`config.mk`:
```
export PLATFORM = sky130hd
export DESIGN_NAME = patch_scheduler
export DESIGN_NICKNAME = d
export VERILOG_FILES = /design/src/rtl/patch_pkg.sv /design/src/rtl/patch_tile_counter.sv /design/src/rtl/patch_scheduler.sv
export SDC_FILE = /design/constraint.sdc
export NUM_CORES = 1
export LEC_CHECK = 0
export CAP_MARGIN = 10
export CORE_MARGIN = 5
export CORE_UTILIZATION = 45
export DETAILED_ROUTE_END_ITERATION = 7
export PLACE_DENSITY_LB_ADDON = 0.3
export SKIP_LAST_GASP = 1
export SYNTH_ARGS = -nofsm -noshare
export SYNTH_HDL_FRONTEND = slang
export SYNTH_SLANG_ARGS = --single-unit
```
`constraint.sdc`:
```
create_clock -name clk -period 2.2 [get_ports clk]
set_input_delay 0.66 -clock clk [delete_from_list [all_inputs] [get_ports clk]]
set_output_delay 0.66 -clock clk [all_outputs]
set_load 0.01 [all_outputs]
```
`src/rtl/patch_pkg.sv`:
```
// Shared patch-pipeline types: patchifier state encoding, scheduler FSM states
// and the pixel/patch geometry constants common to patchifier and scheduler.
package patch_pkg;

    localparam int PATCH_SIZE  = 16;
    localparam int PIXEL_WIDTH = 8;

    typedef enum logic [1:0] {
        PF_IDLE       = 2'b00,
        PF_PROCESSING = 2'b01,
        PF_DONE       = 2'b10
    } pf_state_e;

    typedef enum logic [2:0] {
        S_IDLE,
        S_LOAD,
        S_LAUNCH,
        S_WAIT,
        S_SETTLE,
        S_OUT
    } sched_state_e;

    // Counter width that stays at least one bit for degenerate single-tile axes.
    function automatic int clog2_min1(input int n);
        return (n > 1) ? $clog2(n) : 1;
    endfunction

endpackage

```
`src/rtl/patch_tile_counter.sv`:
```
// Raster-order tile walker: column-fastest row/col position plus a running
// linear patch index; wraps to (0,0) after the last tile.
module patch_tile_counter #(
    parameter int PATCHES_X = 14,
    parameter int PATCHES_Y = 14,
    parameter int ROW_W     = patch_pkg::clog2_min1(PATCHES_Y),
    parameter int COL_W     = patch_pkg::clog2_min1(PATCHES_X),
    parameter int IDX_W     = patch_pkg::clog2_min1(PATCHES_X * PATCHES_Y)
) (
    input  logic             clk,
    input  logic             reset,
    input  logic             clr,
    input  logic             inc,
    output logic [ROW_W-1:0] row,
    output logic [COL_W-1:0] col,
    output logic [IDX_W-1:0] index,
    output logic             last
);

    localparam logic [COL_W-1:0] COL_LAST = COL_W'(PATCHES_X - 1);
    localparam logic [ROW_W-1:0] ROW_LAST = ROW_W'(PATCHES_Y - 1);

    logic [ROW_W-1:0] row_reg, row_next;
    logic [COL_W-1:0] col_reg, col_next;
    logic [IDX_W-1:0] index_reg, index_next;
    logic             col_last;

    assign col_last = (col_reg == COL_LAST);
    assign last     = col_last && (row_reg == ROW_LAST);

    always_comb begin
        row_next   = row_reg;
        col_next   = col_reg;
        index_next = index_reg;
        if (clr) begin
            row_next   = '0;
            col_next   = '0;
            index_next = '0;
        end else if (inc) begin
            if (last) begin
                row_next   = '0;
                col_next   = '0;
                index_next = '0;
            end else if (col_last) begin
                row_next   = row_reg + ROW_W'(1);
                col_next   = '0;
                index_next = index_reg + IDX_W'(1);
            end else begin
                col_next   = col_reg + COL_W'(1);
                index_next = index_reg + IDX_W'(1);
            end
        end
    end

    always_ff @(posedge clk or negedge reset) begin
        if (!reset) begin
            row_reg   <= '0;
            col_reg   <= '0;
            index_reg <= '0;
        end else begin
            row_reg   <= row_next;
            col_reg   <= col_next;
            index_reg <= index_next;
        end
    end

    assign row   = row_reg;
    assign col   = col_reg;
    assign index = index_reg;

endmodule

```
`src/rtl/patch_scheduler.sv`:
```
// Walks every patch tile of an image through one patchifier: load, launch, wait,
// settle, hand off downstream. Optional stall counter under PATCH_SCHED_PERF_EN.
module patch_scheduler #(
    parameter int IMG_W       = 224,
    parameter int IMG_H       = 224,
    parameter int PATCH_SIZE  = patch_pkg::PATCH_SIZE,
    parameter int PATCHES_X   = IMG_W / PATCH_SIZE,
    parameter int PATCHES_Y   = IMG_H / PATCH_SIZE,
    parameter int NUM_PATCHES = PATCHES_X * PATCHES_Y,
    parameter int IDX_W       = patch_pkg::clog2_min1(NUM_PATCHES),
    parameter int ROW_W       = patch_pkg::clog2_min1(PATCHES_Y),
    parameter int COL_W       = patch_pkg::clog2_min1(PATCHES_X)
) (
    input  logic             clk,
    input  logic             reset,
    input  logic             start,
    output logic             busy,
    output logic             done,
    output logic             load_req,
    input  logic             load_ack,
    output logic [ROW_W-1:0] patch_row,
    output logic [COL_W-1:0] patch_col,
    output logic [IDX_W-1:0] patch_index,
    output logic             pf_en,
    output logic             pf_output_taken,
    input  logic [1:0]       pf_state,
    output logic             out_valid,
    input  logic             out_ready
`ifdef PATCH_SCHED_PERF_EN
    ,
    output logic [31:0]      stall_cycles
`endif
);

    import patch_pkg::*;

    sched_state_e state_reg, state_next;
    logic         done_reg, done_next;
    logic         start_accept;
    logic         tile_clr, tile_inc, tile_last;

    // A start landing on the done cycle belongs to the finished pass.
    assign start_accept = (state_reg == S_IDLE) && start && !done_reg;

    patch_tile_counter #(
        .PATCHES_X (PATCHES_X),
        .PATCHES_Y (PATCHES_Y),
        .ROW_W     (ROW_W),
        .COL_W     (COL_W),
        .IDX_W     (IDX_W)
    ) u_tile_counter (
        .clk   (clk),
        .reset (reset),
        .clr   (tile_clr),
        .inc   (tile_inc),
        .row   (patch_row),
        .col   (patch_col),
        .index (patch_index),
        .last  (tile_last)
    );

    always_comb begin
        state_next      = state_reg;
        done_next       = 1'b0;
        tile_clr        = 1'b0;
        tile_inc        = 1'b0;
        load_req        = 1'b0;
        pf_en           = 1'b0;
        pf_output_taken = 1'b0;
        out_valid       = 1'b0;
        case (state_reg)
            S_IDLE: begin
                if (start_accept) begin
                    tile_clr   = 1'b1;
                    state_next = S_LOAD;
                end
            end
            S_LOAD: begin
                load_req = 1'b1;
                if (load_ack) begin
                    state_next = S_LAUNCH;
                end
            end
            S_LAUNCH: begin
                // The cache stays stable here; the patchifier captures it on this en edge.
                if (pf_state == PF_IDLE) begin
                    pf_en      = 1'b1;
                    state_next = S_WAIT;
                end
            end
            S_WAIT: begin
                if (pf_state == PF_DONE) begin
                    state_next = S_SETTLE;
                end
            end
            S_SETTLE: begin
                // Patchifier registers its output during its first DONE cycle.
                state_next = S_OUT;
            end
            S_OUT: begin
                out_valid = 1'b1;
                if (out_ready) begin
                    pf_output_taken = 1'b1;
                    tile_inc        = 1'b1;
                    if (tile_last) begin
                        done_next  = 1'b1;
                        state_next = S_IDLE;
                    end else begin
                        state_next = S_LOAD;
                    end
                end
            end
            default: begin
                state_next = S_IDLE;
            end
        endcase
    end

    always_ff @(posedge clk or negedge reset) begin
        if (!reset) begin
            state_reg <= S_IDLE;
            done_reg  <= 1'b0;
        end else begin
            state_reg <= state_next;
            done_reg  <= done_next;
        end
    end

    assign busy = (state_reg != S_IDLE);
    assign done = done_reg;

`ifdef PATCH_SCHED_PERF_EN
    logic [31:0] stall_reg;
    logic        stall_event;

    assign stall_event = (state_reg == S_LOAD) || ((state_reg == S_OUT) && !out_ready);

    always_ff @(posedge clk or negedge reset) begin
        if (!reset) begin
            stall_reg <= '0;
        end else if (start_accept) begin
            stall_reg <= '0;
        end else if (stall_event && (stall_reg != '1)) begin
            stall_reg <= stall_reg + 32'd1;
        end
    end

    assign stall_cycles = stall_reg;
`endif

endmodule

```
==> metrics.cfg, run 1 <==
[flow_run]
maxCapViolCount=0

[place]
dp_slack_ns=-0.7288
gp_congestion=0.7611
portBuffers=28
post-dp-hpwl_um=1993

[floorplan]
num_rows=18
die_y_um=60.77
io_pins=29
initial_core_util=0.4682
fp.coreArea_um2=2477
die_area_um2=3693
fp.dieW_um=60.77

[setup_path]
cp_max_fo=2
worstSetupPathType=in -> out
r2r_cells=6
start_kind=input pin
cp-end-kind=output pin
arrival_ns=1.54
cp.required_ns=1.54

[pwr]
power_w=0.001365
vdd_drop_max_mv=0.4871
power_density_nw_per_um2=877.9
leakagePower_nw=0.7017

[detailed_routing]
vias_per_cell=5.624
drt_iter0_markers=38
wl_per_cell_um=14.34
drt_first_pass_iters=4
drt.antenna.violating_nets=0
wirelength_um=2782
drc=0
vias=1091

[grt]
grt_pass1_wl_um=4692
grt_pass1_vias=1074
grt.total_usage=0.1671
grt_max_degree=21
grt-ovfl-total=0
antenna_found_initial=0

[timing]
slew_viol_final=0
rsz0062_at_grt=yes
hold_violations=0
relSlewSlack=0.7041
timing.final.crit_share=0.9981
worst_pin_slew_ns=0.4439
fin_crit_ns=2.196
fin_ws_ns=0.004071
fin_worst_skew_ns=0.001466
finalSetupViolCount=0
fmax_mhz=455.4

[clock_network]
clk_pin_slew_ns=0.12
cts_tree=built
clk_root_buffer_cell=clkbuf_4
clock-sinks=20
clock_latency_ns=0.30
htree_num_levels=1
cts-hold-fix-buffers=0
cts_buffer_depth=2
post_cts_buffers=0
cts_buffers=3

[worst_hold_path]
whs_path_depth=1
min_path_type=reg -> reg

[finish]
layout-drive-gt1-share=0.1463
largest_reg_flops=8
final_nets=177
antenna_cells=0
area_growth_pct=34.09

[synthesis]
ys_seq_area_frac=0.4315
syn_area_per_cell_um2=9.061
ys_ff_latch=20
synth_top_area_share=0.4315
syn-instance-count=128
synth_area_um2=1160
yosysWarnings=0
syn_nets=140
synth_area_leaders=dfrtp_1 43%, a21oi_1 6.0%, ha_1 5.4%, nand2_1 3.9%, nand3_1 3.5%
ys_types=35
synth_top_area_cell=dfrtp_1

[outcome]
status=finished, final reports clean

==> cells in the final DEF (no fill, tap or decap), types with 3 or more instances in the layout <==
cell type,synthesis,routed
and3_1,4,4
a21oi_1,14,14
dlygate4sd2_1,0,5
buf_4,0,9
nor2_1,8,8
nand3_1,8,8
a31oi_1,6,6
a41oi_1,3,3
clkdlybuf4s50_1,0,20
ha_1,5,5
nand2b_1,5,5
dfrtp_1,20,19
o21ai_0,8,8
inv_1,3,3
clkbuf_4,0,3
nand2_1,12,12
==> routing by layer <==
| metal | vias to the layer above | GRT usage | part of all wire |
|---|---|---|---|
| met5 | - | 0 | 0 |
| met4 | 0 | 0.04644 | 0.0032 |
| met3 | 2 | 0.03191 | 0.068 |
| met2 | 33 | 0.2641 | 0.45 |
| met1 | 517 | 0.2336 | 0.48 |
| li1 | 539 | - | - |
==> cell type report <==
cell class / instances / area, um^2
flip-flops and latches: 20 / 501.7
fillers: 231 / 922.1
multi-input cells: 99 / 631.9
clock buffers: 4 / 36.28
repair buffers: 37 / 332.8
inverters: 4 / 15.01
well taps: 30 / 37.54
==> per-stage QoR <==
| step | hold slack, ns | util | cell area (um^2) | setup TNS (ns) | std cells |
|---|---|---|---|---|---|
| detailed placement | 0.4875 | 0.6157 | 1525 | -1.140 | 190 |
| CTS | 0.5102 | 0.6298 | 1560 | -0.05400 | 194 |
| global placement | 0.4794 | 0.6157 | 1525 | -1.103 | 190 |
| finish | 0.5113 | 0.6278 | 1555 | 0 | 194 |
| global route | 0.5548 | 0.6278 | 1555 | -0.05568 | 194 |
| floorplan | 0.3644 | - | 1160 | 0 | 128 |
==> logic make-up after synthesis <==
group / Yosys count / share of synthesized area
AO/OA/AOI/OAI: 38 / 0.2017
buffers and inverters: 9 / 0.03019
adder cells (fa/ha/maj): 5 / 0.05394
XOR/XNOR: 2 / 0.01511
flip-flops: 20 / 0.4315
AND/OR/NAND/NOR: 52 / 0.2492
multiplexers: 2 / 0.01834
==> path summary, 6_finish.rpt <==
check / start / endpoint / slack [ns]
setup / recovery: pf_state[1] / pf_en / 0.004
hold / removal: u_tile_counter.index[7]$_DFFE_PN0P_ / u_tile_counter.index[7]$_DFFE_PN0P_ / 0.51
setup reg to reg: state_reg[1]$_DFFE_PN0P_ / u_tile_counter.index[7]$_DFFE_PN0P_ / 0.35
hold reg to reg: u_tile_counter.index[7]$_DFFE_PN0P_ / u_tile_counter.index[7]$_DFFE_PN0P_ / 0.51
max in group asynchronous: reset / state_reg[0]$_DFFE_PN0P_ / 1.28
min in group asynchronous: reset / u_tile_counter.col[0]$_DFFE_PN0P_ / 0.69
==> synthesized netlist by cell type, drive strengths merged <==
cell and count:
dfrtp 20, a21oi 14, nand2 12, nand3 8, nor2 8, o21ai 8, a31oi 6, ha 5
nand2b 5, and3 4, inv 4, a41oi 3, clkbuf 3, nor3 3, buf 2, nand3b 2
nand4b 2, nor2b 2, o22ai 2, or3 2, xnor2 2, a211oi 1, a22oi 1, a2bb2oi 1
and3b 1, mux2 1, mux2i 1, nor3b 1, o2bb2a 1, o2bb2ai 1, or3b 1, or4b 1
==> repair_timing <==
item | CTS | global route
gates cloned | 0 | 0
gates resized for setup | 17 | 1
pin swaps | 2 | 1
endpoints found under the hold margin | 0 | 0
endpoints found under the setup margin | 5 | 2
==> worst max-delay path, stage by stage <==
cell,delay [ns]
dlygate4sd2_1,0.24
or3b_4,0.39
nor3_2,0.10
buf_2,0.15
==> where the power goes <==
group	internal [W]	switching [W]
Sequential	0.000437	0.000111
Clock	0.000101	0.000117
Combinational	0.000306	0.000294
Note: power is estimated with default switching activity, not from simulation.
==> run 2, diff against run 1 <==
RECOVER_POWER = 100   (was unset)
SETUP_SLACK_MARGIN = 0.02   (was unset)
==> metrics.cfg, run 2 (synthesis results as in run 1) <==
[outcome]
status=finished, final reports clean

[timing]
rsz0062_at_grt=no
fmax_mhz=472.1  ; +3.7%
fin_worst_skew_ns=0.0009621  ; -0.0005038 ns
fin_ws_ns=0.08178  ; +0.07771 ns
relSlewSlack=0.2540  ; -0.4501
timing.final.crit_share=0.9628  ; -0.03532
slew_viol_final=0  ; unchanged
whs_ns=0.5030  ; -0.008384 ns
fin_crit_ns=2.118  ; -0.07771 ns
setup-tns-final_ns=0  ; unchanged
hold_violations=0  ; unchanged
worst_pin_slew_ns=1.119  ; +0.6752 ns
finalSetupViolCount=0  ; unchanged

[clock_network]
cts_buffers=3  ; unchanged
post_cts_buffers=0  ; unchanged
clk_root_buffer_cell=clkbuf_4
clk_pin_slew_ns=0.12  ; about the same
clock_latency_ns=0.30  ; about the same
cts_tree=built
clock-sinks=20  ; unchanged
cts_buffer_depth=2  ; unchanged
htree_num_levels=1  ; unchanged
cts-hold-fix-buffers=0  ; unchanged

[floorplan]
fp.dieW_um=60.77  ; unchanged
die_y_um=60.77  ; unchanged
initial_core_util=0.4682  ; unchanged
die_area_um2=3693  ; unchanged
io_pins=29  ; unchanged
fp.coreArea_um2=2477  ; unchanged
num_rows=18  ; unchanged

[finish]
final_cells=194  ; unchanged
area_growth_pct=32.04
final_common_cell=dfrtp_1
antenna_cells=0  ; unchanged
final_cell_mix=19 x dfrtp_1, 18 x dlygate4sd3_1, 14 x a21oi_1
layout-drive-gt1-share=0.1037  ; -0.04268
largest_reg_flops=8  ; unchanged
final_nets=177  ; unchanged

[detailed_routing]
wl_per_cell_um=14.31  ; -0.22%
drt_iter0_markers=45  ; +18%
drc=0  ; unchanged
vias=1090  ; -0.092%
drt_first_pass_iters=4  ; unchanged
drt.antenna.violating_nets=0  ; unchanged
vias_per_cell=5.619  ; about the same
wirelength_um=2776  ; -0.22%

[place]
post-dp-hpwl_um=1993  ; unchanged
gp_congestion=0.7611  ; unchanged
portBuffers=28  ; unchanged
dp.cells=190  ; unchanged
dp_slack_ns=-0.7288  ; unchanged

[setup_path]
cp-end-kind=output pin
crit_path_end=pf_en
r2r_cells=4  ; -2
arrival_ns=1.46  ; -0.08 ns
cpPeakStageDelay_ns=0.37  ; -0.02 ns
cp_cell_sequence=clkdlybuf4s15_1 -> or3b_4 -> nor3_2 -> clkbuf_2
r2r-start=state_reg[0]$_DFFE_PN0P_
regToRegSetupSlack_ns=0.33  ; -0.02 ns
reg2reg_to=u_tile_counter.index[3]$_DFFE_PN0P_
cp_max_fo=2  ; unchanged
crit_path_top_delay_cell=or3b_4
startpoint=pf_state[1]
worstSetupPathType=in -> out
cp.required_ns=1.54  ; about the same
start_kind=input pin

[pwr]
power_w=0.001321  ; -3.3%
power_density_nw_per_um2=862.4  ; -1.8%
leakagePower_nw=0.7343  ; +4.6%
vdd_drop_max_mv=0.4713  ; -3.2%

[flow_run]
maxCapViolCount=0  ; unchanged

[grt]
grt_max_degree=21  ; unchanged
grt-ovfl-total=0  ; unchanged
grt.total_usage=0.1671  ; unchanged
grt_pass1_vias=1074  ; unchanged
grt_pass1_wl_um=4692  ; unchanged
antenna_found_initial=0  ; unchanged

[worst_hold_path]
min_path_type=reg -> reg

## run 2: cell count changes in the layout (fill, tap and decap cells not counted), sizes merged
cell / previous run / this run
clkbuf: 5 / 11
clkdlybuf4s50: 20 / 2
buf: 10 / 5
clkdlybuf4s15: 1 / 2
dlygate4sd2: 5 / 3
dlygate4sd3: 0 / 18
## run 2: layout make-up
type / count / area (um^2)
timing repair buffer: 37 / 317.8
clock buffer: 4 / 36.28
sequential: 20 / 501.7
fill: 240 / 945.9
inverter: 4 / 15.01
multi-input combinational: 99 / 623.1
tap: 30 / 37.54
## run 2: what timing repair did
item | 4_1_cts | 5_1_grt
setup endpoints to repair | 5 | 2
resized for setup | 18 | 6
pin swaps | 2 | 2
## run 2: metrics by stage
step	utilization	cell area (um^2)
finish	0.6182	1531
floorplan	-	1160
CTS	0.6303	1562
global placement	0.6157	1525
global route	0.6182	1531
detailed placement	0.6157	1525
## run 2: critical path, delay by kind of cell
kind	cells	cell delay [ns]
buffers and inverters	2	0.32
and+or+nand+nor	2	0.47
## run 2: metal layers
metal / track usage / routed length (um) / vias up
met2: 0.2641 / 1255 / 22
met3: 0.03191 / 150 / 2
met5: 0 / 0 / -
li1: - / - / 540
met1: 0.2336 / 1361 / 526
met4: 0.04644 / 9 / 0
## run 2: report_power, final
group	internal [W]	total, W	leakage, nW	switching [W]
clock network	0.000101	0.000218	0.0210	0.000117
registers	0.000437	0.000545	0.270	0.000108
logic	0.000267	0.000557	0.444	0.000290
## run 2: worst min path at each step
stage | startpoint | end | slack, ns | cells after the start
after global placement | u_tile_counter.index[7]$_DFFE_PN0P_ | u_tile_counter.index[7]$_DFFE_PN0P_ | 0.48 | 1
after CTS | u_tile_counter.index[7]$_DFFE_PN0P_ | u_tile_counter.index[7]$_DFFE_PN0P_ | 0.51 | 1
after floorplan | reset | done$_DFF_PN0_ | 0.36 | 0
after global routing | u_tile_counter.index[7]$_DFFE_PN0P_ | u_tile_counter.index[7]$_DFFE_PN0P_ | 0.55 | 1
after detailed placement | u_tile_counter.index[7]$_DFFE_PN0P_ | u_tile_counter.index[7]$_DFFE_PN0P_ | 0.49 | 1
final | u_tile_counter.index[7]$_DFFE_PN0P_ | u_tile_counter.index[7]$_DFFE_PN0P_ | 0.50 | 1
==> run 3, diff against run 2 <==
GPL_TIMING_DRIVEN = 0   (was unset)
==> metrics.cfg, run 3 (synthesis results as in run 1) <==
[timing]
relSlewSlack=0.3599  ; +0.1059
fin_crit_ns=2.205  ; +0.08683 ns
finalSetupViolCount=1  ; +1
whs_ns=0.4890  ; -0.01395 ns
hold_violations=0  ; unchanged
setup-tns-final_ns=-0.005047  ; -0.005047 ns
slew_viol_final=0  ; unchanged
fin_ws_ns=-0.005047  ; -0.08683 ns
timing.final.crit_share=1.002  ; +0.03947
rsz0062_at_grt=yes
fmax_mhz=453.5  ; -3.9%
fin_worst_skew_ns=0.004551  ; +0.003589 ns
worst_pin_slew_ns=0.9571  ; -0.1620 ns

[pwr]
leakagePower_nw=0.7423  ; +1.1%
power_density_nw_per_um2=869.9  ; +0.87%
vdd_drop_max_mv=0.5371  ; +14%

[worst_hold_path]
min_path_type=reg -> reg

[clock_network]
clock_latency_ns=0.30  ; about the same
cts_buffers=3  ; unchanged
cts_tree=built
cts_buffer_depth=2  ; unchanged
htree_num_levels=1  ; unchanged
clk_root_buffer_cell=clkbuf_4
clock-sinks=20  ; unchanged
cts-hold-fix-buffers=0  ; unchanged
clk_pin_slew_ns=0.11  ; about the same

[outcome]
violations=negative setup slack
status=complete, but fails checks

[setup_path]
arrival_ns=1.55  ; +0.09 ns
start_kind=input pin
cp_max_fo=2  ; unchanged
worstSetupPathType=in -> out
cp.required_ns=1.54  ; about the same
cp-end-kind=output pin

[flow_run]
maxCapViolCount=0  ; unchanged

[detailed_routing]
drt_first_pass_iters=4  ; unchanged
vias=1116  ; +2.4%
wl_per_cell_um=14.92  ; +4.3%
vias_per_cell=5.813  ; +3.5%
wirelength_um=2865  ; +3.2%
drt.antenna.violating_nets=0  ; unchanged
drc=0  ; unchanged
drt_iter0_markers=40  ; -11%

[finish]
final_nets=176  ; -0.56%
fillers=217  ; -9.6%
layout-drive-gt1-share=0.1111  ; +0.007453
largest_reg_flops=8  ; unchanged
antenna_cells=0  ; unchanged
final_cell_mix=19 x dfrtp_1, 19 x dlygate4sd3_1, 13 x a21oi_1
regArea_um2=501.7  ; unchanged
multiInputGateArea_um2=635.6  ; +2.0%
area_growth_pct=32.79

[floorplan]
initial_core_util=0.4682  ; unchanged
num_rows=18  ; unchanged
die_area_um2=3693  ; unchanged
die_y_um=60.77  ; unchanged
fp.coreArea_um2=2477  ; unchanged
fp.dieW_um=60.77  ; unchanged
io_pins=29  ; unchanged

[place]
post-dp-hpwl_um=2031  ; +1.9%
gp_congestion=0.7542  ; -0.91%
portBuffers=28  ; unchanged

[grt]
grt.total_usage=0.1654  ; -0.001682
grt_pass1_wl_um=4698  ; +0.13%
grt-ovfl-total=0  ; unchanged
grt_pass1_vias=1137  ; +5.9%
grt_max_degree=21  ; unchanged
antenna_found_initial=0  ; unchanged

==> run 3: worst paths after layout <==
kind / from / end / slack [ns] / cells after the start
hold reg to reg: u_tile_counter.index[7]$_DFFE_PN0P_ / u_tile_counter.index[7]$_DFFE_PN0P_ / 0.49 / 1
max in group asynchronous: reset / state_reg[2]$_DFFE_PN0P_ / 0.62 / 1
setup reg to reg: u_tile_counter.col[0]$_DFFE_PN0P_ / u_tile_counter.index[6]$_DFFE_PN0P_ / 0.35 / 6
min in group asynchronous: reset / u_tile_counter.col[3]$_DFFE_PN0P_ / 0.94 / 1
hold / removal: u_tile_counter.index[7]$_DFFE_PN0P_ / u_tile_counter.index[7]$_DFFE_PN0P_ / 0.49 / 1
setup / recovery: pf_state[1] / pf_en / -0.005 / 4
==> run 3: metal layers <==
metal	global-route usage	wire, um
met5	0	0
met4	0.05573	24
met3	0.03191	147
met2	0.2947	1393
met1	0.1984	1300
==> run 3: power by group <==
| group | internal, W | total [W] | switching [W] |
|---|---|---|---|
| logic | 0.000305 | 0.000636 | 0.000331 |
| registers | 0.000437 | 0.000526 | 0.0000889 |
| clock network | 0.0000639 | 0.000178 | 0.000114 |
==> run 3: critical path, stage by stage <==
cell and delay [ns]:
clkdlybuf4s15_1 0.19, or3b_4 0.40, nor3_2 0.15, buf_2 0.15
==> run 3: area by class of cell <==
cell class / instances / share of cell area
tap: 30 / 0.02437
buffer: 5 / 0.01950
sequential: 20 / 0.3258
multi-input combinational: 99 / 0.4127
inverter: 4 / 0.009748
timing repair buffer: 31 / 0.1933
clock buffer: 3 / 0.01462
==> run 3: repair_timing <==
item | in CTS | in global routing
hold endpoints to repair | 0 | 0
pin swaps | 1 | 2
resized for setup | 24 | 3
setup buffers | 3 | 0
setup endpoints to repair | 6 | 2
gates cloned | 0 | 0
==> run 3: through the flow <==
step | cells | setup slack [ns] | total power [W] | util | area, um^2
2_1_floorplan | 128 | 0.1480 | 0.0008778 | - | 1160
6_report | 192 | -0.005047 | 0.001340 | 0.6217 | 1540
4_1_cts | 192 | -0.01908 | 0.001354 | 0.6237 | 1545
3_5_place_dp | 186 | -0.7395 | 0.001133 | 0.5965 | 1478
5_1_grt | 192 | -0.06465 | 0.001437 | 0.6217 | 1540
3_3_place_gp | 186 | -0.7154 | 0.001108 | 0.5965 | 1478
